[src/rtl/wb_stage.sv]
`timescale 1ns/1ps
`default_nettype none
// ============================================================================
//  Module   : wb_stage
//  Purpose  : Write-back stage of the five-stage MIPS core. Accepts retiring
//             instructions from the memory stage over a valid/ready handshake,
//             waits for load data from the AXI bridge read-response channel,
//             extracts and extends byte/halfword loads, and drives the
//             register file write port for exactly one cycle per instruction.
//             The destination of an in-flight load is exported so decode can
//             interlock on it.
//
//  Ports    : cpu_clk_50M, cpu_rst          clock, synchronous active-high reset
//             in_valid/in_ready             retiring-instruction handshake
//             in_pc, in_wa, in_we, in_res   instruction payload
//             in_ld, in_ld_size, in_ld_sext load attributes
//             dresp_valid/dresp_data/dresp_ready  load-data response
//             wa, wd, we                    register file write port (registered)
//             pend_valid, pend_wa           pending-write hazard export
//             debug_wb_*                    commit trace (WB_DEBUG_TRACE_EN only)
//
//  Config   : WB_DEBUG_TRACE_EN - when defined, adds the registered commit
//             trace outputs and a PC capture register.
//
//  Revision : 1.0 - initial release
// ============================================================================
module wb_stage #(
    parameter int DATA_W = 32,
    parameter int RA_W   = 5
) (
    input  logic              cpu_clk_50M,
    input  logic              cpu_rst,

    input  logic              in_valid,
    output logic              in_ready,
    input  logic [31:0]       in_pc,
    input  logic [RA_W-1:0]   in_wa,
    input  logic              in_we,
    input  logic [DATA_W-1:0] in_res,
    input  logic              in_ld,
    input  logic [1:0]        in_ld_size,
    input  logic              in_ld_sext,

    input  logic              dresp_valid,
    input  logic [DATA_W-1:0] dresp_data,
    output logic              dresp_ready,

    output logic [RA_W-1:0]   wa,
    output logic [DATA_W-1:0] wd,
    output logic              we,

    output logic              pend_valid,
    output logic [RA_W-1:0]   pend_wa
`ifdef WB_DEBUG_TRACE_EN
    ,
    output logic [31:0]       debug_wb_pc,
    output logic [3:0]        debug_wb_rf_wen,
    output logic [4:0]        debug_wb_rf_wnum,
    output logic [31:0]       debug_wb_rf_wdata
`endif
);

    // ------------------------------------------------------------------------
    // State encoding
    // ------------------------------------------------------------------------
    typedef enum logic [1:0] {
        S_IDLE      = 2'd0,
        S_WAIT_DATA = 2'd1,
        S_COMMIT    = 2'd2
    } state_t;

    localparam logic [1:0] c_SIZE_BYTE = 2'd0;
    localparam logic [1:0] c_SIZE_HALF = 2'd1;

    state_t            r_state;
    state_t            w_state_nxt;

    // Captured instruction attributes. r_wa doubles as the architectural
    // write address and the hazard-export destination.
    logic [RA_W-1:0]   r_wa;
    logic [DATA_W-1:0] r_wd;
    logic              r_we;
    logic              r_cap_we;
    logic [1:0]        r_off;
    logic [1:0]        r_ld_size;
    logic              r_ld_sext;

    logic              w_accept;
    logic              w_ld_done;

    logic [RA_W-1:0]   w_wa_nxt;
    logic [DATA_W-1:0] w_wd_nxt;
    logic              w_we_nxt;
    logic              w_cap_we_nxt;
    logic [1:0]        w_off_nxt;
    logic [1:0]        w_ld_size_nxt;
    logic              w_ld_sext_nxt;

    logic [7:0]        w_byte;
    logic [15:0]       w_half;
    logic [DATA_W-1:0] w_ld_data;

    // ------------------------------------------------------------------------
    // Handshake outputs depend only on state
    // ------------------------------------------------------------------------
    assign in_ready    = (r_state != S_WAIT_DATA);
    assign dresp_ready = (r_state == S_WAIT_DATA);

    // ------------------------------------------------------------------------
    // FSM: state register
    // ------------------------------------------------------------------------
    always_ff @(posedge cpu_clk_50M) begin
        if (cpu_rst) begin
            r_state <= S_IDLE;
        end else begin
            r_state <= w_state_nxt;
        end
    end

    // ------------------------------------------------------------------------
    // FSM: next state and transfer strobes
    // ------------------------------------------------------------------------
    always_comb begin
        w_state_nxt = r_state;
        w_accept    = 1'b0;
        w_ld_done   = 1'b0;
        case (r_state)
            S_IDLE, S_COMMIT: begin
                // A response beat arriving here is neither consumed nor acted on.
                if (in_valid) begin
                    w_accept    = 1'b1;
                    w_state_nxt = in_ld ? S_WAIT_DATA : S_COMMIT;
                end else begin
                    w_state_nxt = S_IDLE;
                end
            end
            S_WAIT_DATA: begin
                if (dresp_valid) begin
                    w_ld_done   = 1'b1;
                    w_state_nxt = S_COMMIT;
                end
            end
            default: begin
                w_state_nxt = S_IDLE;
            end
        endcase
    end

    // ------------------------------------------------------------------------
    // Load data extraction and extension
    // ------------------------------------------------------------------------
    always_comb begin
        w_byte    = dresp_data[8*r_off +: 8];
        // Halfword alignment is guaranteed upstream, so off[0] is ignored.
        w_half    = r_off[1] ? dresp_data[16 +: 16] : dresp_data[0 +: 16];
        w_ld_data = dresp_data;
        case (r_ld_size)
            c_SIZE_BYTE: w_ld_data = {{(DATA_W-8){r_ld_sext & w_byte[7]}}, w_byte};
            c_SIZE_HALF: w_ld_data = {{(DATA_W-16){r_ld_sext & w_half[15]}}, w_half};
            default:     w_ld_data = dresp_data;
        endcase
    end

    // ------------------------------------------------------------------------
    // Datapath next values
    // ------------------------------------------------------------------------
    always_comb begin
        w_wa_nxt      = r_wa;
        w_wd_nxt      = r_wd;
        w_we_nxt      = 1'b0;      // write enable lasts exactly one cycle
        w_cap_we_nxt  = r_cap_we;
        w_off_nxt     = r_off;
        w_ld_size_nxt = r_ld_size;
        w_ld_sext_nxt = r_ld_sext;

        if (w_accept) begin
            w_wa_nxt      = in_wa;
            w_cap_we_nxt  = in_we;
            w_off_nxt     = in_res[1:0];
            w_ld_size_nxt = in_ld_size;
            w_ld_sext_nxt = in_ld_sext;
            if (!in_ld) begin
                w_wd_nxt = in_res;
                w_we_nxt = in_we && (in_wa != '0);
            end
        end

        if (w_ld_done) begin
            w_wd_nxt = w_ld_data;
            w_we_nxt = r_cap_we && (r_wa != '0);
        end
    end

    always_ff @(posedge cpu_clk_50M) begin
        if (cpu_rst) begin
            r_wa      <= '0;
            r_wd      <= '0;
            r_we      <= 1'b0;
            r_cap_we  <= 1'b0;
            r_off     <= 2'd0;
            r_ld_size <= 2'd0;
            r_ld_sext <= 1'b0;
        end else begin
            r_wa      <= w_wa_nxt;
            r_wd      <= w_wd_nxt;
            r_we      <= w_we_nxt;
            r_cap_we  <= w_cap_we_nxt;
            r_off     <= w_off_nxt;
            r_ld_size <= w_ld_size_nxt;
            r_ld_sext <= w_ld_sext_nxt;
        end
    end

    assign wa = r_wa;
    assign wd = r_wd;
    assign we = r_we;

    // ------------------------------------------------------------------------
    // Hazard export: an outstanding load that will write, or the commit cycle
    // itself (the register file has not yet absorbed the value).
    // ------------------------------------------------------------------------
    assign pend_valid = ((r_state == S_WAIT_DATA) && r_cap_we) || r_we;
    assign pend_wa    = r_wa;

    // ------------------------------------------------------------------------
    // Optional commit trace
    // ------------------------------------------------------------------------
`ifdef WB_DEBUG_TRACE_EN
    logic [31:0] r_pc;

    always_ff @(posedge cpu_clk_50M) begin
        if (cpu_rst) begin
            r_pc <= 32'd0;
        end else if (w_accept) begin
            r_pc <= in_pc;
        end
    end

    assign debug_wb_pc       = r_pc;
    assign debug_wb_rf_wen   = {4{r_we}};
    assign debug_wb_rf_wnum  = 5'(r_wa);
    assign debug_wb_rf_wdata = 32'(r_wd);
`else
    // The PC is only needed for the trace; fold it away otherwise.
    logic w_unused_pc;
    assign w_unused_pc = ^in_pc;
`endif

endmodule
`default_nettype wire
[config.mk]
export PLATFORM = sky130hd
export DESIGN_NAME = wb_stage
export DESIGN_NICKNAME = d
export VERILOG_FILES = /design/src/rtl/wb_stage.sv
export SDC_FILE = /design/constraint.sdc
export NUM_CORES = 1
export LEC_CHECK = 0
export ABC_CLOCK_PERIOD_IN_PS = 1570
export CORE_MARGIN = 2
export CORE_UTILIZATION = 35
export CTS_CLUSTER_DIAMETER = 60
export CTS_CLUSTER_SIZE = 10
export DETAILED_ROUTE_END_ITERATION = 16
export HOLD_SLACK_MARGIN = 0.08
export PLACE_DENSITY = 0.88
export SYNTH_ARGS = -nofsm -noshare
export SYNTH_HDL_FRONTEND = slang
export SYNTH_SLANG_ARGS = --single-unit
[constraint.sdc]
create_clock -name cpu_clk_50M -period 1.57 [get_ports cpu_clk_50M]
set_clock_uncertainty 0.1 [all_clocks]
set_input_delay 0.314 -clock cpu_clk_50M [delete_from_list [all_inputs] [get_ports cpu_clk_50M]]
set_output_delay 0.314 -clock cpu_clk_50M [all_outputs]
set_load 0.02 [all_outputs]
* Word level (Yosys, flattened, before mapping)
Cells that the tools add are included.
** Storage, ports and cells
- Register bits :: 46
- Input port bits :: 110
- Output and inout bits :: 46
- Logic and storage cells :: 44
** Cells by class
- Equality and inequality tests :: 6
- Shifts and indexed selects :: 1
- Muxes and demuxes :: 16
- Bitwise logic cells :: 2
- Reductions and logical operators :: 11
** Operator list (count)
- 32-bit two-way mux :: 3
- 32-bit one-hot mux with 2 select lines :: 1
- 32-bit by 6-bit indexed part select with 8-bit output :: 1
- 16-bit two-way mux :: 1
- 5-bit nonzero test :: 2
- 1-bit two-way mux :: 7
- 2-bit two-way mux :: 3
- 2-bit by 1-bit == test with 1-bit output (second input constant) :: 2
- 2-bit zero test :: 2
- 2-bit by 1-bit != test with 1-bit output (second input constant) :: 2
- 2-bit one-hot mux with 2 select lines :: 1
- 1-bit logical AND :: 3
- 1-bit bitwise AND :: 2
- 2-bit == test (second input constant) :: 1
- 2-bit != test (second input constant) :: 1
- 2-bit AND reduction :: 1
- 2-bit nonzero test :: 1
- 2-bit OR reduction :: 1
- 1-bit logical OR :: 1

* Longest topological paths before layout
Gate-level depths: netlist of run 1.
- Word-level depth :: 5
- Mapped depth :: 6
- Gate-level depth less buffers :: 5

* Worst setup path after synthesis of run 1
Ideal clock, no wire load.
- Kind :: register to register
- Start point :: reg r_off[1]
- End point :: reg r_wd[22], in the netlist wd[22]
- Library setup time :: 139 ps
- Data arrival time :: 1492 ps
- Required time :: 1331 ps
- Setup slack :: -161 ps
- Stages on the path, launching flop included :: 6
- Buffers on the path :: 1
- Clock period less this slack :: 1731 ps
- Cells stage by stage :: dfxtp_1 mux2i_1 mux2i_1 a31oi_4 buf_8 a2111oi_4
** Between the ends
- Word-level cells in the longest chain between the ends :: 4
- Elaborated cells between the ends (all ways) :: 6
- Classes of those cells :: shift: 1; mux: 3; bitwise: 2
** Ends and longest elaborated chain
- start: declaration :: line 84 : logic [1:0] r_off;
- start signal: assignment :: line 208 : r_off <= w_off_nxt;
- 32-bit by 6-bit indexed part select with 8-bit output or 16-bit two-way mux (tied branches) :: line 153, 155
- 1-bit bitwise AND, on equally long branches :: line 158, 159
- 32-bit one-hot mux with 2 select lines * :: line 157 : case (r_ld_size)
- 32-bit two-way mux * :: line 188 : if (w_ld_done) begin
- end signal: assignment :: line 205 : r_wd <= w_wd_nxt;
- end: declaration :: line 81 : logic [DATA_W-1:0] r_wd;
Mark *: on every way between the ends. The rest lies on a longest branch, timed or not.
A chain may end at the register's enable or synchronous reset.

* Worst setup path after layout of run 1
- Start point :: reg r_off[1]
- End point :: reg r_wd[11], in the netlist wd[11]
** Between the ends
- Word-level cells in the longest chain between the ends :: 4
- Elaborated cells between the ends (all ways) :: 5
- Classes of those cells :: shift: 1; mux: 3; bitwise: 1
** Ends and longest elaborated chain
- 32-bit by 6-bit indexed part select with 8-bit output :: line 153 : w_byte = dresp_data[8*r_off +: 8];
- 1-bit bitwise AND :: line 158 : c_SIZE_BYTE: w_ld_data = {{(DATA_W-8){r_ld_sext & w_byte[7]}}, w_byte};
- 32-bit one-hot mux with 2 select lines * :: line 157
- 32-bit two-way mux * :: line 188
Marked as above.

==> results of run 1 <==
[worst max-delay path, cell delays in order (launching register included)]
cell	delay, ps
dfxtp_4	390
mux2i_4	220
nor4bb_4	390
nor4_4	100
buf_6	170
a2111oi_4	330
[per-stage QoR]
stage / hold slack (ps) / util, % / TNS [ps] / setup slack (ps) / area (sq um)
finish: 357 / 64.2 / -3650 / -216 / 4890
global route: 379 / 64.2 / -5320 / -255 / 4890
CTS: 362 / 60.1 / -3200 / -166 / 4570
detailed placement: 350 / 56.1 / -17850 / -702 / 4270
global placement: 345 / 56.1 / -16480 / -645 / 4270
floorplan: 342 / - / -1140 / -83.6 / 2740
[layout make-up]
| class | instances | area [sq um] | share of cell area, % |
|---|---|---|---|
| Multi-Input combinational cell | 231 | 2060 | 42.2 |
| Timing Repair Buffer | 174 | 1660 | 34.0 |
| Sequential cell | 46 | 928 | 19.0 |
| Tap cell | 102 | 128 | 2.61 |
| Clock buffer | 5 | 68.8 | 1.41 |
| Clock inverter | 3 | 26.3 | 0.538 |
| Inverter | 3 | 11.3 | 0.230 |
[what timing repair did]
action	CTS	global route
endpoints found under the setup margin	73	33
resized for setup	96	48
pin swaps	8	14
setup buffers	3	7
cloned	2	0
[cell families (layout without fill, tap and decap cells)]
family / Yosys count / after routing
multiplexers: 10 / 10
AND/OR/NAND/NOR: 131 / 133
AO/OA/AOI/OAI: 88 / 88
flip-flops: 46 / 46
buffers and inverters: 31 / 185
[metal layers]
| metal | wire length [um] | up-vias |
|---|---|---|
| met3 | 793 | 37 |
| met4 | 500 | 0 |
| met5 | 0 | - |
| met1 | 4300 | 1451 |
| li1 | - | 1415 |
| met2 | 5620 | 179 |
[power breakdown]
group	switching, W	internal, W	total (W)
Combinational	0.000630	0.000601	0.00123
Sequential	0.0000654	0.00126	0.00132
Clock	0.000469	0.000332	0.000801
Total	0.00116	0.00219	0.00335
[placed cells by master, fill, tap and decap left out, types with 3 or more instances in the layout]
master,netlist,layout
nor2_1,47,45
nand2b_1,6,6
dfxtp_2,0,3
o211a_1,4,4
dlygate4sd2_1,0,48
nor2b_1,10,6
clkdlybuf4s50_1,0,70
a2111oi_4,10,25
a21oi_1,35,34
o22ai_2,0,8
inv_6,0,3
a211oi_2,0,6
nand3_2,0,3
buf_6,1,9
nand2_1,52,52
buf_2,6,4
dfxtp_1,46,42
buf_12,0,6
inv_1,3,3
clkbuf_8,0,5
mux2_2,4,3
buf_4,7,34
[flip-flops by register name, indices dropped and copies added (netlist names)]
register	cells
wd	32
pend_wa	5
r_ld_size	2
r_off	2
r_state	2
r_cap_we	1
r_ld_sext	1
we	1
[worst paths after layout]
check              startpoint         end  depth (start not counted)
hold reg to reg         wd[7]       wd[7]                          2
hold / removal    dresp_valid  r_state[0]                          5
setup reg to reg     r_off[1]      wd[11]                          5
setup / recovery     r_off[1]      wd[11]                          5
==> reports/qor.txt, run 1 <==
Post-synth EDFFs: 0
Pwr Total: 0.00335 W
Number of vias per cell: 5.46
Synthesized area per cell: 8.87 sq um
Share of cells above drive strength 1: 29.9%
Core area: 0.00761 sq mm
Worst min path class: in -> reg
Post-synth top cells: nand2_1, nor2_1, dfxtp_1, a21oi_1, a2111oi_2
CTS Buf Count: 5
# rows: 32
Root Buffer: clkbuf_8
RSZ-0062 raised after global routing: yes
Outcome: finished with violations
Cell area after synthesis: 0.00272 sq mm
Non-Filler Instances: 564
GR met2 Demand/Resource: 42.8%
Htree depth: 2
Sequential area share after synthesis: 33.9%
Post-synthesis mux area share: 3.87%
Final HPWL from detailed placement: 7220 um
Slew Limit Headroom: 76.0%
Final setup vio count: 30
Clock Pin Slew Worst Setup and Hold Paths: 100 ps
Wirelength, routed: 11200 um
Worst-Skew Late Latency: 310 ps
Post-synthesis xor/xnor area fraction: 0%
Final setup margin: -216 ps
Synth top area cells: dfxtp_1, a2111oi_4, a2111oi_2
Net count, final: 571
PD cells: 687 mW/mm^2
Antenna violations before repair: 0
Area share of the largest cell type after synthesis: 33.9%
Cell taking the most area after synthesis: dfxtp_1
Full die area: 0.00848 sq mm
R2r setup slk: -220 ps
Vias: 3082
# fillers: 605
Post-synthesis simple-gate area fraction: 22.8%
Post-Synth Adder-Cell Area: 0%
Top-level I/O count: 156
CP max FO: 5
Mapped Cells: 306
CP Class: reg -> reg
Initial DRC Count: 170
Die Y: 92.1 um
IO Port Bufs: 123
Ant. Diodes: 0
Synthesis-to-finish area growth: 80.0%
CTS Sinks: 46
Fin crit share: 114%
Largest net degree at the start of global routing: 34
Syn Nets: 416
GRT Util Overall: 24.6%
Met3 Track Usage GR: 6.08%
CTS tree: yes
Post-synth cell types: 37
CP endpoint kind: flop
Pre-antenna DRT Iters: 4
Failing checks: negative setup slack
Ys flop type: dfxtp_1
Total grt overflow: 0
Yosys warning total: 0
GPL Wtd Cong: 0.859
Max-cap violations: 0
Global routing usage on met1: 28.9%
LEAKAGE: 1.91 nW
Final Hold Viols: 0
Antenna Nets Post-Route: 0
DIE WIDTH: 92.1 um
# hold bufs at CTS: 0
Synth Area in Compound Gates: 33.2%
Crit path required time: 1690 ps
Top-count cell post-synth: nand2_1
First-pass GRT wire length: 16500 um
Initial Util: 35.7%
Count of pins over their slew limit: 0
Critical Path Source Type: flop
Clock Path Buffers: 2
WL/cell: 19.9 um
Post-synth ARST share: 0%
Worst-Margin Slew: 358 ps
Tmin final: 1790 ps
Register bit total from synthesis: 46
# placed instances: 545
Remaining DRCs: 0
Largest family of logic cells by synthesized area: compound AO/OA/AOI/OAI gates
Gr busiest metal: met2
Largest vdd supply drop: 0.000404 V
Vias in the first global route: 3204
CP arrival: 1900 ps
F_max: 560 MHz
(Power assumes the default switching activity.)
==> run 2, diff against run 1 <==
--- a/config.mk
+++ b/config.mk
@@ -11,6 +11,7 @@
 export CTS_CLUSTER_DIAMETER = 60
 export CTS_CLUSTER_SIZE = 10
 export DETAILED_ROUTE_END_ITERATION = 16
+export GPL_ROUTABILITY_DRIVEN = 0
 export HOLD_SLACK_MARGIN = 0.08
 export PLACE_DENSITY = 0.88
 export SYNTH_ARGS = -nofsm -noshare
==> run 2 against run 1 <==
Effect of this change:
- worst hold slack lost 63 ps
- maximum frequency grew 4.7%
- critical path type unchanged
- the flow still finishes with violations (negative setup slack)
- die area is the same
==> reports/qor.txt, run 2 (synthesis gave the netlist of run 1 again) <==
Psw: 0.00115 W (-1.3%)
Net count, final: 566 (-0.88%)
LEAKAGE: 1.86 nW (-2.6%)
Clock Path Buffers: 2 (unchanged)
Worst min path class: in -> reg
Final setup margin: -135 ps (+80.8 ps)
Worst hold path depth: 4 (-1)
Hold_sp: in_ld
Share of cells above drive strength 1: 27.1% (-2.7 points)
WL/cell: 19.0 um (-4.2%)
Multi-input logic area: 0.00201 sq mm (-2.7%)
Max-cap violations: 0 (unchanged)
Worst-Skew Late Latency: 320 ps (about the same)
Vias: 3091 (+0.29%)
Total grt overflow: 0 (unchanged)
Critical Path Source Type: flop
# hold bufs at CTS: 0 (unchanged)
Worst-Margin Slew: 354 ps (-4.53 ps)
Antenna Nets Post-Route: 0 (unchanged)
Worst R2R Path Depth: 5 (unchanged)
Wirelength, routed: 10700 um (-4.8%)
End of the worst register-to-register path: wd[12]
Clk pwr share: 27.8% (+3.9 points)
Slew Limit Headroom: 76.3% (+0.30 points)
Antenna violations before repair: 1 (+1)
Fin crit share: 109% (-5.1 points)
CP max FO: 5 (unchanged)
CP arrival: 1820 ps (-80 ps)
Final setup vio count: 29 (-3.3%)
CTS tree: yes
# rows: 32 (unchanged)
Full die area: 0.00848 sq mm (unchanged)
Largest register FFs: 32 (unchanged)
Largest net degree at the start of global routing: 34 (unchanged)
Seq. cell area: 927 sq um (-0.13%)
GRT Util Overall: 24.1% (-0.48 points)
Crit path required time: 1690 ps (about the same)
CP max-delay cell: dfxtp_4
Hold slack: 294 ps (-63.4 ps)
PD cells: 726 mW/mm^2 (+5.8%)
Initial Util: 35.7% (unchanged)
Synthesis-to-finish area growth: 75.9%
Die Y: 92.1 um (unchanged)
Largest vdd supply drop: 0.000477 V (+18%)
IO Port Bufs: 123 (unchanged)
Vias in the first global route: 3097 (-3.3%)
Worst path bufs/invs: 1 (unchanged)
Gate power share: 34.1% (-2.6 points)
Most frequent cells in the layout: clkdlybuf4s50_1, nand2_1, dlygate4sd2_1
Top-level I/O count: 156 (unchanged)
Tmin final: 1710 ps (-80.8 ps)
CP Class: reg -> reg
Final HPWL from detailed placement: 7210 um (-0.12%)
# fillers: 596 (-1.5%)
Failing checks: negative setup slack
Final Hold Viols: 0 (unchanged)
Initial DRC Count: 237 (+39%)
F_max: 586 MHz (+4.7%)
Flop pwr share: 38.1% (-1.3 points)
# placed instances: 545 (unchanged)
WHS Endpoint: r_state[0]
Clock Pin Slew Worst Setup and Hold Paths: 100 ps (about the same)
Slowest cell delay on critical path: 380 ps (about the same)
Outcome: finished with violations
Core area: 0.00761 sq mm (unchanged)
Crit-path cells: mux2i_4 > nor4bb_4 > nor4_4 > buf_6 > a2111oi_4
Non-Filler Instances: 560 (-0.71%)
Remaining DRCs: 0 (unchanged)
Number of vias per cell: 5.52 (+1.0%)
RSZ-0062 raised after global routing: yes
First-pass GRT wire length: 16200 um (-1.8%)
Reg-to-reg critical path startpoint: r_off[1]
Setup TNS: -2570 ps (+1080 ps)
Internal power: 0.00232 W (+5.9%)
Count of pins over their slew limit: 0 (unchanged)
CTS Buf Count: 5 (unchanged)
Htree depth: 2 (unchanged)
CTS Sinks: 46 (unchanged)
DIE WIDTH: 92.1 um (unchanged)
Pre-antenna DRT Iters: 5 (+1)
Commonest non-fill, non-tap cell in the layout: clkdlybuf4s50_1
Root Buffer: clkbuf_8
CP endpoint kind: flop
Crit-path leading delay family: simple AND/OR/NAND/NOR gates
R2r setup slk: -140 ps (+80 ps)
Switching share of total power: 33.1% (-1.6 points)
==> run 2: worst max path at each step <==
stage / slack, ps / end / depth (start not counted) / start
final: -140 / wd[12] / 5 / r_off[1]
after global routing: -170 / wd[12] / 5 / r_off[1]
after global placement: -640 / wd[12] / 5 / dresp_data[15]
after floorplan: -80 / wd[10] / 4 / r_off[1]
after CTS: -190 / wd[10] / 5 / r_off[1]
after detailed placement: -700 / wd[14] / 5 / dresp_data[15]
==> run 2: power by group through the flow <==
stage / clock (W) / combinational (W) / sequential, W
floorplan: 0 / 0.000450 / 0.00143
global placement: 0 / 0.00104 / 0.00134
detailed placement: 0 / 0.00107 / 0.00134
CTS: 0.000970 / 0.00108 / 0.00131
global route: 0.00102 / 0.00124 / 0.00133
finish: 0.000964 / 0.00118 / 0.00132
==> run 2: cell type report <==
| cell class | instances | area share [%] |
|---|---|---|
| Sequential cell | 46 | 19.4 |
| Inverter | 3 | 0.236 |
| Antenna cell | 1 | 0.0524 |
| Clock inverter | 3 | 0.995 |
| Multi-Input combinational cell | 231 | 42.0 |
| Tap cell | 102 | 2.67 |
| Timing Repair Buffer | 169 | 33.2 |
| Clock buffer | 5 | 1.44 |
==> run 2: stage by stage <==
stage	instance area, sq um	power [W]	utilization (%)	setup WS (ps)
floorplan	2740	0.00188	-	-83.6
global placement	4270	0.00238	56.1	-642
detailed placement	4270	0.00241	56.1	-701
CTS	4530	0.00336	59.5	-185
global route	4780	0.00360	62.8	-165
finish	4780	0.00347	62.8	-135
==> run 2: repair_timing <==
action                     in CTS  in global routing
setup buffers                   4                  0
gates cloned                    2                  0
pin swaps                       5                 15
setup endpoints to repair      75                 34
gates resized for setup        90                 34
==> run 2: worst register-to-register path, stage by stage, from the launching register on <==
cell	delay (ps)
dfxtp_4	380
mux2i_4	210
nor4bb_4	340
nor4_4	100
buf_6	170
a2111oi_4	300
==> run 2: routing by layer <==
layer	part of all wire, %	global-route usage (%)	wire length (um)
met5	0	0	0
met4	3.9	8.33	420
met3	7.9	5.83	841
met2	49	41.5	5270
met1	39	29.2	4140
==> run 3, diff against run 2 <==
==> config.mk (replaced) <==
export PLATFORM = sky130hd
export DESIGN_NAME = wb_stage
export DESIGN_NICKNAME = d
export VERILOG_FILES = /design/src/rtl/wb_stage.sv
export SDC_FILE = /design/constraint.sdc
export NUM_CORES = 1
export LEC_CHECK = 0
export ABC_CLOCK_PERIOD_IN_PS = 1700
export CORE_MARGIN = 2
export CORE_UTILIZATION = 39
export CTS_CLUSTER_DIAMETER = 60
export CTS_CLUSTER_SIZE = 10
export DETAILED_ROUTE_END_ITERATION = 16
export GPL_ROUTABILITY_DRIVEN = 0
export HOLD_SLACK_MARGIN = 0.08
export PLACE_DENSITY = 0.92
export SYNTH_ARGS = -nofsm -noshare
export SYNTH_HDL_FRONTEND = slang
export SYNTH_SLANG_ARGS = --single-unit
==> constraint.sdc (replaced) <==
create_clock -name cpu_clk_50M -period 1.7 [get_ports cpu_clk_50M]
set_clock_uncertainty 0.1 [all_clocks]
set_input_delay 0.34 -clock cpu_clk_50M [delete_from_list [all_inputs] [get_ports cpu_clk_50M]]
set_output_delay 0.34 -clock cpu_clk_50M [all_outputs]
set_load 0.02 [all_outputs]
==> run 3 against run 2 <==
Effect of this change:
- sequential cell count unchanged
- sequential share of layout area is 0.86 points higher
- utilization rose by 4.9 points
- critical path type unchanged
- worst hold slack improved by 46 ps
- sequential power decreased by 8%
- first-iteration DRC count shrank 7.6%
- critical path depth stayed put
- the flow still finishes with violations (negative setup slack)
- wire length is 9.6% lower
- register-to-register slack gained 70 ps
- maximum frequency fell by 3.3%
- global-route usage decreased by 0.16 points
==> reports/qor.txt, run 3 (synthesis gave the netlist of run 1 again) <==
Failing checks: negative setup slack
CP Class: reg -> reg
Flop pwr share: 41.2% (+3.1 points)
First-pass GRT wire length: 14200 um (-12%)
Vias in the first global route: 2844 (-8.2%)
Share of cells above drive strength 1: 23.7% (-3.4 points)
Root Buffer: clkbuf_8
Most frequent cells in the layout: clkdlybuf4s50_1, nand2_1, nor2_1, dfxtp_1
Largest vdd supply drop: 0.000465 V (-2.6%)
Synthesis-to-finish area growth: 68.5%
Global routing usage on met1: 28.2% (-1.1 points)
Die Y: 87.4 um (-5.0%)
Top-level I/O count: 156 (unchanged)
Commonest non-fill, non-tap cell in the layout: clkdlybuf4s50_1
Wirelength, routed: 9640 um (-9.6%)
Largest net degree at the start of global routing: 34 (unchanged)
LEAKAGE: 1.94 nW (+4.3%)
CP max FO: 8 (+3)
CTS tree: yes
Final HPWL from detailed placement: 6780 um (-5.9%)
Count of pins over their slew limit: 0 (unchanged)
Clock Path Buffers: 2 (unchanged)
Critical Path Source Type: flop
Crit path required time: 1780 ps (+90 ps)
Tmin final: 1760 ps (+58.4 ps)
Met3 Track Usage GR: 5.50% (-0.34 points)
Core area: 0.00676 sq mm (-11%)
WL/cell: 18.2 um (-4.7%)
Crit-path leading delay family: multiplexers
Crit-path cells: mux2i_4 > mux2i_2 > a31oi_4 > buf_12 > a2111oi_4
Gr busiest metal: met2
Remaining DRCs: 0 (unchanged)
Initial Util: 40.2% (+4.5 points)
Largest register FFs: 32 (unchanged)
Worst path bufs/invs: 1 (unchanged)
RSZ-0062 raised after global routing: yes
CP arrival: 1840 ps (+20 ps)
Initial DRC Count: 219 (-7.6%)
Number of vias per cell: 5.57 (+0.92%)
DIE WIDTH: 87.4 um (-5.0%)
# rows: 30 (-6.3%)
Internal power: 0.00197 W (-15%)
IO Port Bufs: 123 (unchanged)
Slew Limit Headroom: 68.5% (-7.8 points)
PD cells: 649 mW/mm^2 (-11%)
Worst-Skew Late Latency: 310 ps (about the same)
Final Hold Viols: 0 (unchanged)
Full die area: 0.00764 sq mm (-9.8%)
Post-Route Utilization: 67.7% (+4.9 points)
CTS Sinks: 46 (unchanged)
Psw: 0.000997 W (-13%)
Slowest cell delay on critical path: 420 ps (+40 ps)
Gate power share: 34.7% (+0.6 points)
Ant. Diodes: 0 (-1)
Fin crit share: 104% (-4.9 points)
Final setup margin: -63.8 ps (+71.6 ps)
Htree depth: 2 (unchanged)
GRT Util Overall: 23.9% (-0.16 points)
Setup WS pre-CTS: -840 ps (-139 ps)
F_max: 567 MHz (-3.3%)
Net count, final: 560 (-1.1%)
Max-cap violations: 0 (unchanged)
Vias: 2958 (-4.3%)
CTS Buf Count: 5 (unchanged)
Switching share of total power: 33.6% (+0.50 points)
Outcome: finished with violations
GR met2 Demand/Resource: 42.4% (+0.81 points)
Clk pwr share: 24.1% (-3.7 points)
Setup TNS: -715 ps (+1850 ps)
Worst-Margin Slew: 472 ps (+118 ps)
Pre-antenna DRT Iters: 5 (unchanged)
Total grt overflow: 0 (unchanged)
# hold bufs at CTS: 0 (unchanged)
Worst min path class: in -> reg
CP endpoint kind: flop
Clock Pin Slew Worst Setup and Hold Paths: 100 ps (about the same)
# fillers: 515 (-14%)
Antenna violations before repair: 0 (-1)
Antenna Nets Post-Route: 0 (unchanged)
Final setup vio count: 21 (-28%)
CP max-delay cell: dfxtp_4
-- run 3: per-layer routing --
| metal | vias to the layer above | part of all wire [%] |
|---|---|---|
| li1 | 1395 | - |
| met1 | 1406 | 40 |
| met2 | 138 | 50 |
| met3 | 19 | 7.8 |
| met4 | 0 | 2.5 |
| met5 | - | 0 |
-- run 3: layout make-up --
class	count	area [sq um]	share of cell area [%]
Clock buffer	5	68.8	1.50
Clock inverter	3	25.0	0.547
Inverter	3	11.3	0.246
Multi-Input combinational cell	232	1880	41.1
Sequential cell	46	927	20.3
Tap cell	80	100	2.19
Timing Repair Buffer	162	1560	34.2
-- run 3: metrics by stage --
stage	power [W]	std cells	hold WS, ps	instance area [sq um]
2_1_floorplan	0.00173	306	350	2720
3_3_place_gp	0.00218	517	342	4180
3_5_place_dp	0.00220	517	355	4180
4_1_cts	0.00291	530	369	4420
5_1_grt	0.00308	531	381	4570
6_report	0.00297	531	340	4570
-- run 3: worst register-to-register path: cells and delay by family, from the launching register on --
kind	cells	cell delay, ps
muxes	2	480
DFF	1	420
buffers and inverters	1	210
AOI/OAI and AO/OA	2	430
-- run 3: power by group through the flow --
stage,registers [W],logic [W],clock network [W]
final,0.00122,0.00103,0.000716
after global routing,0.00123,0.00108,0.000761
after CTS,0.00122,0.000979,0.000711
after detailed placement,0.00124,0.000961,0
after global placement,0.00124,0.000941,0
after floorplan,0.00132,0.000412,0
-- run 3: path summary, 6_finish.rpt --
path | startpoint | endpoint | slack [ps] | cells after the start
hold reg to reg | wd[6] | wd[6] | 370 | 2
hold / removal | in_ld | r_state[0] | 340 | 4
setup reg to reg | r_off[1] | wd[29] | -60 | 5
setup / recovery | r_off[1] | wd[29] | -60 | 5
-- run 3: what timing repair did --
action	in CTS	in global routing
setup endpoints to repair	60	43
resized for setup	70	32
setup buffers	3	1
endpoints found under the hold margin	0	0
pin swaps	5	7
gates cloned	2	1
==> patch 1 (flow settings as in run 2) <==
`r_wd` no longer has a reset.
--- a/src/rtl/wb_stage.sv
+++ b/src/rtl/wb_stage.sv
@@ -194,7 +194,6 @@
     always_ff @(posedge cpu_clk_50M) begin
         if (cpu_rst) begin
             r_wa      <= '0;
-            r_wd      <= '0;
             r_we      <= 1'b0;
             r_cap_we  <= 1'b0;
             r_off     <= 2'd0;
@@ -202,13 +201,16 @@
             r_ld_sext <= 1'b0;
         end else begin
             r_wa      <= w_wa_nxt;
-            r_wd      <= w_wd_nxt;
             r_we      <= w_we_nxt;
             r_cap_we  <= w_cap_we_nxt;
             r_off     <= w_off_nxt;
             r_ld_size <= w_ld_size_nxt;
             r_ld_sext <= w_ld_sext_nxt;
         end
+    end
+
+    always_ff @(posedge cpu_clk_50M) begin
+        r_wd <= w_wd_nxt;
     end
 
     assign wa = r_wa;
Check against the original RTL: not equivalent (Yosys sat finds a counterexample within 4 cycles, from zero or initial values and one cycle with cpu_rst high).
==> patch 1 against run 2 <==
  * Sequential share of layout area grew 9.0 points
  * The run still ends with negative setup slack left
  * Setup slack gained 0.048 ns
  * Total power shrank 7.3%
  * Final area shrank 8.0%
  * Clock power shrank 6.1%
  * Area after synthesis shrank 4.0%
  * Sequential cell count is the same
  * Wire length shrank 21%
  * Critical endpoint is now wd[6]
==> patch 1: results (changes against run 2) <==
Outcome
  – Result of the run: finished, violations left (unchanged)
  – Violated checks: negative setup slack (unchanged)

Cells and area
  – Count of antenna diodes in the layout: 0 (was 1)
  – Ratio of cells with drive above 1 in the final layout: 0.213 (was 0.271)
  – Number of non-filler instances in the completed layout: 517 (was 560)
  – Fin nets: 527 (was 566)

Detailed routing
  – Vias per cell: 5.15 (was 5.52)
  – Detailed router's first-iteration violation count: 198 (was 237)

Logic synthesis
  – Synth top cells by count: 47 x sky130_fd_sc_hd__nand2_1, 32 x sky130_fd_sc_hd__edfxtp_1, 32 x sky130_fd_sc_hd__mux2i_1 (was 52 x sky130_fd_sc_hd__nand2_1, 47 x sky130_fd_sc_hd__nor2_1, 46 x sky130_fd_sc_hd__dfxtp_1)
  – Gate count after technology mapping: 265 (was 306)
  – Unique masters post-synth: 32 (was 37)
  – Number of enable-type register cells in the synthesized netlist: 32 (was 0)
  – Top cells by area in the synthesized netlist: sky130_fd_sc_hd__edfxtp_1 37%, sky130_fd_sc_hd__mux2i_1 12%, sky130_fd_sc_hd__dfxtp_1 11% (was sky130_fd_sc_hd__dfxtp_1 34%, sky130_fd_sc_hd__a2111oi_4 10%, sky130_fd_sc_hd__a2111oi_2 7.7%)
  – Net count of the mapped netlist: 375 (was 416)

Critical path
  – Largest stage delay, worst path: 0.45 ns (was 0.38 ns)
  – Maximum fanout count along the critical path: 8 (was 5)
  – Register-to-Register Setup Slack: -0.09 ns (was -0.14 ns)
  – Critical Path End: wd[6] (was wd[12])

Pwr
  – Leakage component of the power: 1.89 nW (was 1.86 nW)
  – Peak ir drop on the vdd network: 0.375 mV (was 0.477 mV)

GRT
  – Vias in the first global route: 2651 (was 3097)
  – Met1 usage: 0.207 (was 0.292)
  – Total track usage: 0.198 (was 0.241)
  – Largest net degree at the start of global routing: 19 (was 34)
  – GR Util met2: 0.381 (was 0.415)
  – Number of antenna violations at the first check in global routing: 0 (was 1)
  – GR met3 Demand/Resource: 0.0534 (was 0.0583)

Place
  – Area post-placement: 4200 sq um (was 4270 sq um)
  – HPWL after detailed placement: 6410 microns (was 7210 microns)

Timing
  – Final critical-path setup slack: -0.0875 ns (was -0.135 ns)
  – Finish-stage setup viols: 18 (was 29)

Clocking
  – Source-to-sink clock delay at the later pin of the worst-skew pair: 0.30 ns (was 0.32 ns)

Min path
  – Kind of path behind the tightest hold check: reg2reg (was in2reg)
-- patch 1: repair_timing --
action | CTS | global route
pin swaps | 4 | 2
endpoints found under the setup margin | 110 | 32
buffers inserted | 3 | 2
hold buffers | 0 | 0
gates resized for setup | 70 | 21
-- patch 1: cell type report --
type	instances	area, sq um	area share
Sequential cell	46	1250	0.284
Timing Repair Buffer	169	1580	0.360
Clock buffer	5	68.8	0.0157
Multi-Input combinational cell	186	1290	0.294
Tap cell	99	124	0.0282
Clock inverter	3	43.8	0.00996
Inverter	9	33.8	0.00769
-- patch 1: routing by layer --
| metal | routed length [microns] | up-vias | part of all wire |
|---|---|---|---|
| li1 | - | 1248 | - |
| met2 | 4570 | 133 | 0.54 |
| met4 | 241 | 0 | 0.029 |
| met1 | 3060 | 1256 | 0.36 |
| met3 | 578 | 26 | 0.068 |
| met5 | 0 | - | 0 |
-- patch 1: how the worst min path moves through the flow --
stage | slack (ns) | from | endpoint | depth (start not counted)
after floorplan | 0.28 | cpu_rst | r_off[1] | 1
after global placement | 0.37 | r_cap_we | r_cap_we | 2
after detailed placement | 0.38 | pend_wa[0] | pend_wa[0] | 2
after CTS | 0.39 | pend_wa[0] | pend_wa[0] | 2
after global routing | 0.42 | pend_wa[0] | pend_wa[0] | 2
final | 0.40 | r_cap_we | r_cap_we | 2
-- patch 1: critical path: cells and delay by family (launching register included) --
family / cells / cell delay [ns]
AOI/OAI and AO/OA: 1 / 0.10
buffers and inverters: 1 / 0.17
DFF: 1 / 0.45
muxes: 3 / 0.59
-- patch 1: cell families (layout without fill, tap and decap cells) --
kind of cell    Yosys count  in the layout  share of synthesized area
compound gates           52             52                      0.112
buf+inv                  33            186                     0.0686
flops                    46             46                      0.476
mux                      33             33                      0.132
simple gates            101            101                      0.211
-- patch 1: power breakdown --
group / internal [mW] / leakage (nW) / switching, mW / total, mW
logic: 0.463 / 1.41 / 0.420 / 0.883
registers: 1.39 / 0.419 / 0.0418 / 1.43
clock network: 0.478 / 0.0585 / 0.427 / 0.905
-- patch 1: per-stage QoR --
stage                     worst slack [ns]  setup TNS [ns]
final                              -0.0875          -0.330
after floorplan                     0.0102               0
after CTS                          -0.0492         -0.0509
after global routing               -0.0969           -1.11
after global placement              -0.406          -25.04
after detailed placement            -0.507          -28.75
==> patch 2 (config.mk and constraints of run 2) <==
Made on the original files. The parameter `RA_W` goes from 5 to 7.
--- a/src/rtl/wb_stage.sv
+++ b/src/rtl/wb_stage.sv
@@ -26,7 +26,7 @@
 // ============================================================================
 module wb_stage #(
     parameter int DATA_W = 32,
-    parameter int RA_W   = 5
+    parameter int RA_W   = 7
 ) (
     input  logic              cpu_clk_50M,
     input  logic              cpu_rst,
Ports: changed (resized in_wa, pend_wa and wa); port bits go from 156 to 162. No check against the original RTL was run, so the function may have changed too.
==> patch 2 against run 2 <==
  * The run still ends with negative setup slack left
  * Total power increased by 1.0%
  * Critical path depth did not move
  * Setup slack lost 0.11 ns
  * Count of clock-buffer cells in the layout unchanged
  * First-iteration DRC count shrank 33%
  * Wire length fell by 0.82%
  * Area after synthesis grew 1.9%
  * Sequential share of layout area rose by 0.67 points
  * Sequential cell count increased by 2
  * Final area is 0.97% higher
  * Via count rose by 2.7%
  * Synthesized cell count rose by 4.6%
  * Critical endpoint is now wd[30]
  * Utilization decreased by 0.052 points
==> patch 2: results (changes against run 2) <==
Pwr
  – Leakage component of the power: 1.97 nW (was 1.86 nW)
  – Peak ir drop on the vdd network: 0.422 mV (was 0.477 mV)
  – Net switching power: 1.11 mW (was 1.15 mW)

Outcome
  – Result of the run: finished, violations left (unchanged)
  – Violated checks: negative setup slack (unchanged)

Critical path
  – Worst path top cell family by delay: compound AO/OA/AOI/OAI gates (was simple AND/OR/NAND/NOR gates)
  – Critical Path End: wd[30] (was wd[12])
  – Worst path arrival time: 1.92 ns (was 1.82 ns)
  – Largest stage delay, worst path: 0.42 ns (was 0.38 ns)
  – Cell at the slowest stage of the critical path: sky130_fd_sc_hd__a2111oi_4 (was sky130_fd_sc_hd__dfxtp_4)

Place
  – Number of placed instances, taps included: 561 (was 545)
  – HPWL after detailed placement: 7180 microns (was 7210 microns)
  – Port Buffers: 129 (was 123)

Logic synthesis
  – Synth top cells by count: 50 x sky130_fd_sc_hd__nor2_1, 48 x sky130_fd_sc_hd__dfxtp_1, 48 x sky130_fd_sc_hd__nand2_1 (was 52 x sky130_fd_sc_hd__nand2_1, 47 x sky130_fd_sc_hd__nor2_1, 46 x sky130_fd_sc_hd__dfxtp_1)
  – Top cells by area in the synthesized netlist: sky130_fd_sc_hd__dfxtp_1 35%, sky130_fd_sc_hd__a2111oi_4 11%, sky130_fd_sc_hd__nor2_1 6.8% (was sky130_fd_sc_hd__dfxtp_1 34%, sky130_fd_sc_hd__a2111oi_4 10%, sky130_fd_sc_hd__a2111oi_2 7.7%)
  – Net count of the mapped netlist: 432 (was 416)
  – Gate count after technology mapping: 320 (was 306)
  – Sequential fraction of the synthesis area: 0.347 (was 0.339)

GRT
  – Number of antenna violations at the first check in global routing: 0 (was 1)
  – Total track usage: 0.231 (was 0.241)

Cells and area
  – Ratio of cells with drive above 1 in the final layout: 0.243 (was 0.271)
  – Fin nets: 588 (was 566)
  – Number of non-filler instances in the completed layout: 579 (was 560)
  – Number of fillers in the final layout: 587 (was 596)
  – Count of antenna diodes in the layout: 0 (was 1)

Timing
  – Finish-stage setup viols: 31 (was 29)
  – Worst Max-Slew Pin Slew: 0.387 ns (was 0.354 ns)
  – Final critical-path setup slack: -0.247 ns (was -0.135 ns)
  – Hold Worst Slack: 0.192 ns (was 0.294 ns)

Detailed routing
  – Post-DR wirelength/cell: 18.3 microns (was 19.0 microns)
  – Detailed router's first-iteration violation count: 159 (was 237)
==> patch 2: cell type report <==
class | instances | area (sq um) | share of cell area
multi-input combinational | 238 | 1870 | 0.388
timing repair buffer | 181 | 1730 | 0.360
sequential | 48 | 968 | 0.201
tap | 102 | 128 | 0.0265
clock buffer | 5 | 68.8 | 0.0143
clock inverter | 3 | 46.3 | 0.00960
inverter | 2 | 7.51 | 0.00156
==> patch 2: what timing repair did <==
action / in CTS / in global routing
gates resized for setup: 105 / 22
pin swaps: 18 / 13
hold buffers: 0 / 0
endpoints found under the setup margin: 82 / 34
cloned: 2 / 0
buffers inserted: 7 / 5
hold endpoints to repair: 0 / 0
==> patch 2: per-stage QoR <==
step	worst slack, ns	TNS (ns)	area, sq um
2_1_floorplan	-0.125	-2.34	2800
3_3_place_gp	-0.614	-18.36	4380
3_5_place_dp	-0.735	-19.88	4380
4_1_cts	-0.234	-5.10	4710
5_1_grt	-0.299	-6.54	4820
6_report	-0.247	-5.09	4820
==> patch 2: cells by family (layout without fill, tap and decap cells) <==
| group | count (synthesis) | after routing | synth area share |
|---|---|---|---|
| simple gates | 143 | 143 | 0.239 |
| compound gates | 78 | 78 | 0.281 |
| flops | 48 | 48 | 0.347 |
| buf+inv | 34 | 191 | 0.0656 |
| mux | 17 | 17 | 0.0669 |
==> patch 2: power groups by stage <==
stage | combinational [mW] | clock (mW) | sequential [mW]
2_1_floorplan | 0.447 | 0 | 1.49
3_3_place_gp | 1.07 | 0 | 1.40
3_5_place_dp | 1.09 | 0 | 1.40
4_1_cts | 1.13 | 0.928 | 1.38
5_1_grt | 1.26 | 0.985 | 1.39
6_report | 1.19 | 0.934 | 1.38
==> patch 2: metal layers <==
layer  track usage  wire (microns)  up-vias  share of wire
met4        0.0858             448        0          0.042
met5             0               0        -              0
li1              -               -     1441              -
met1         0.273            4120     1499           0.39
met3        0.0464             743       43          0.070
met2         0.411            5270      190           0.50
==> patch 2: how the worst min path moves through the flow <==
stage                    from   endpoint  cells after the start
floorplan           r_ld_sext  r_ld_sext                      2
global placement     r_cap_we   r_cap_we                      2
detailed placement   r_cap_we   r_cap_we                      2
CTS                   cpu_rst      wd[6]                      2
global route          cpu_rst      wd[5]                      2
finish                cpu_rst      wd[6]                      2
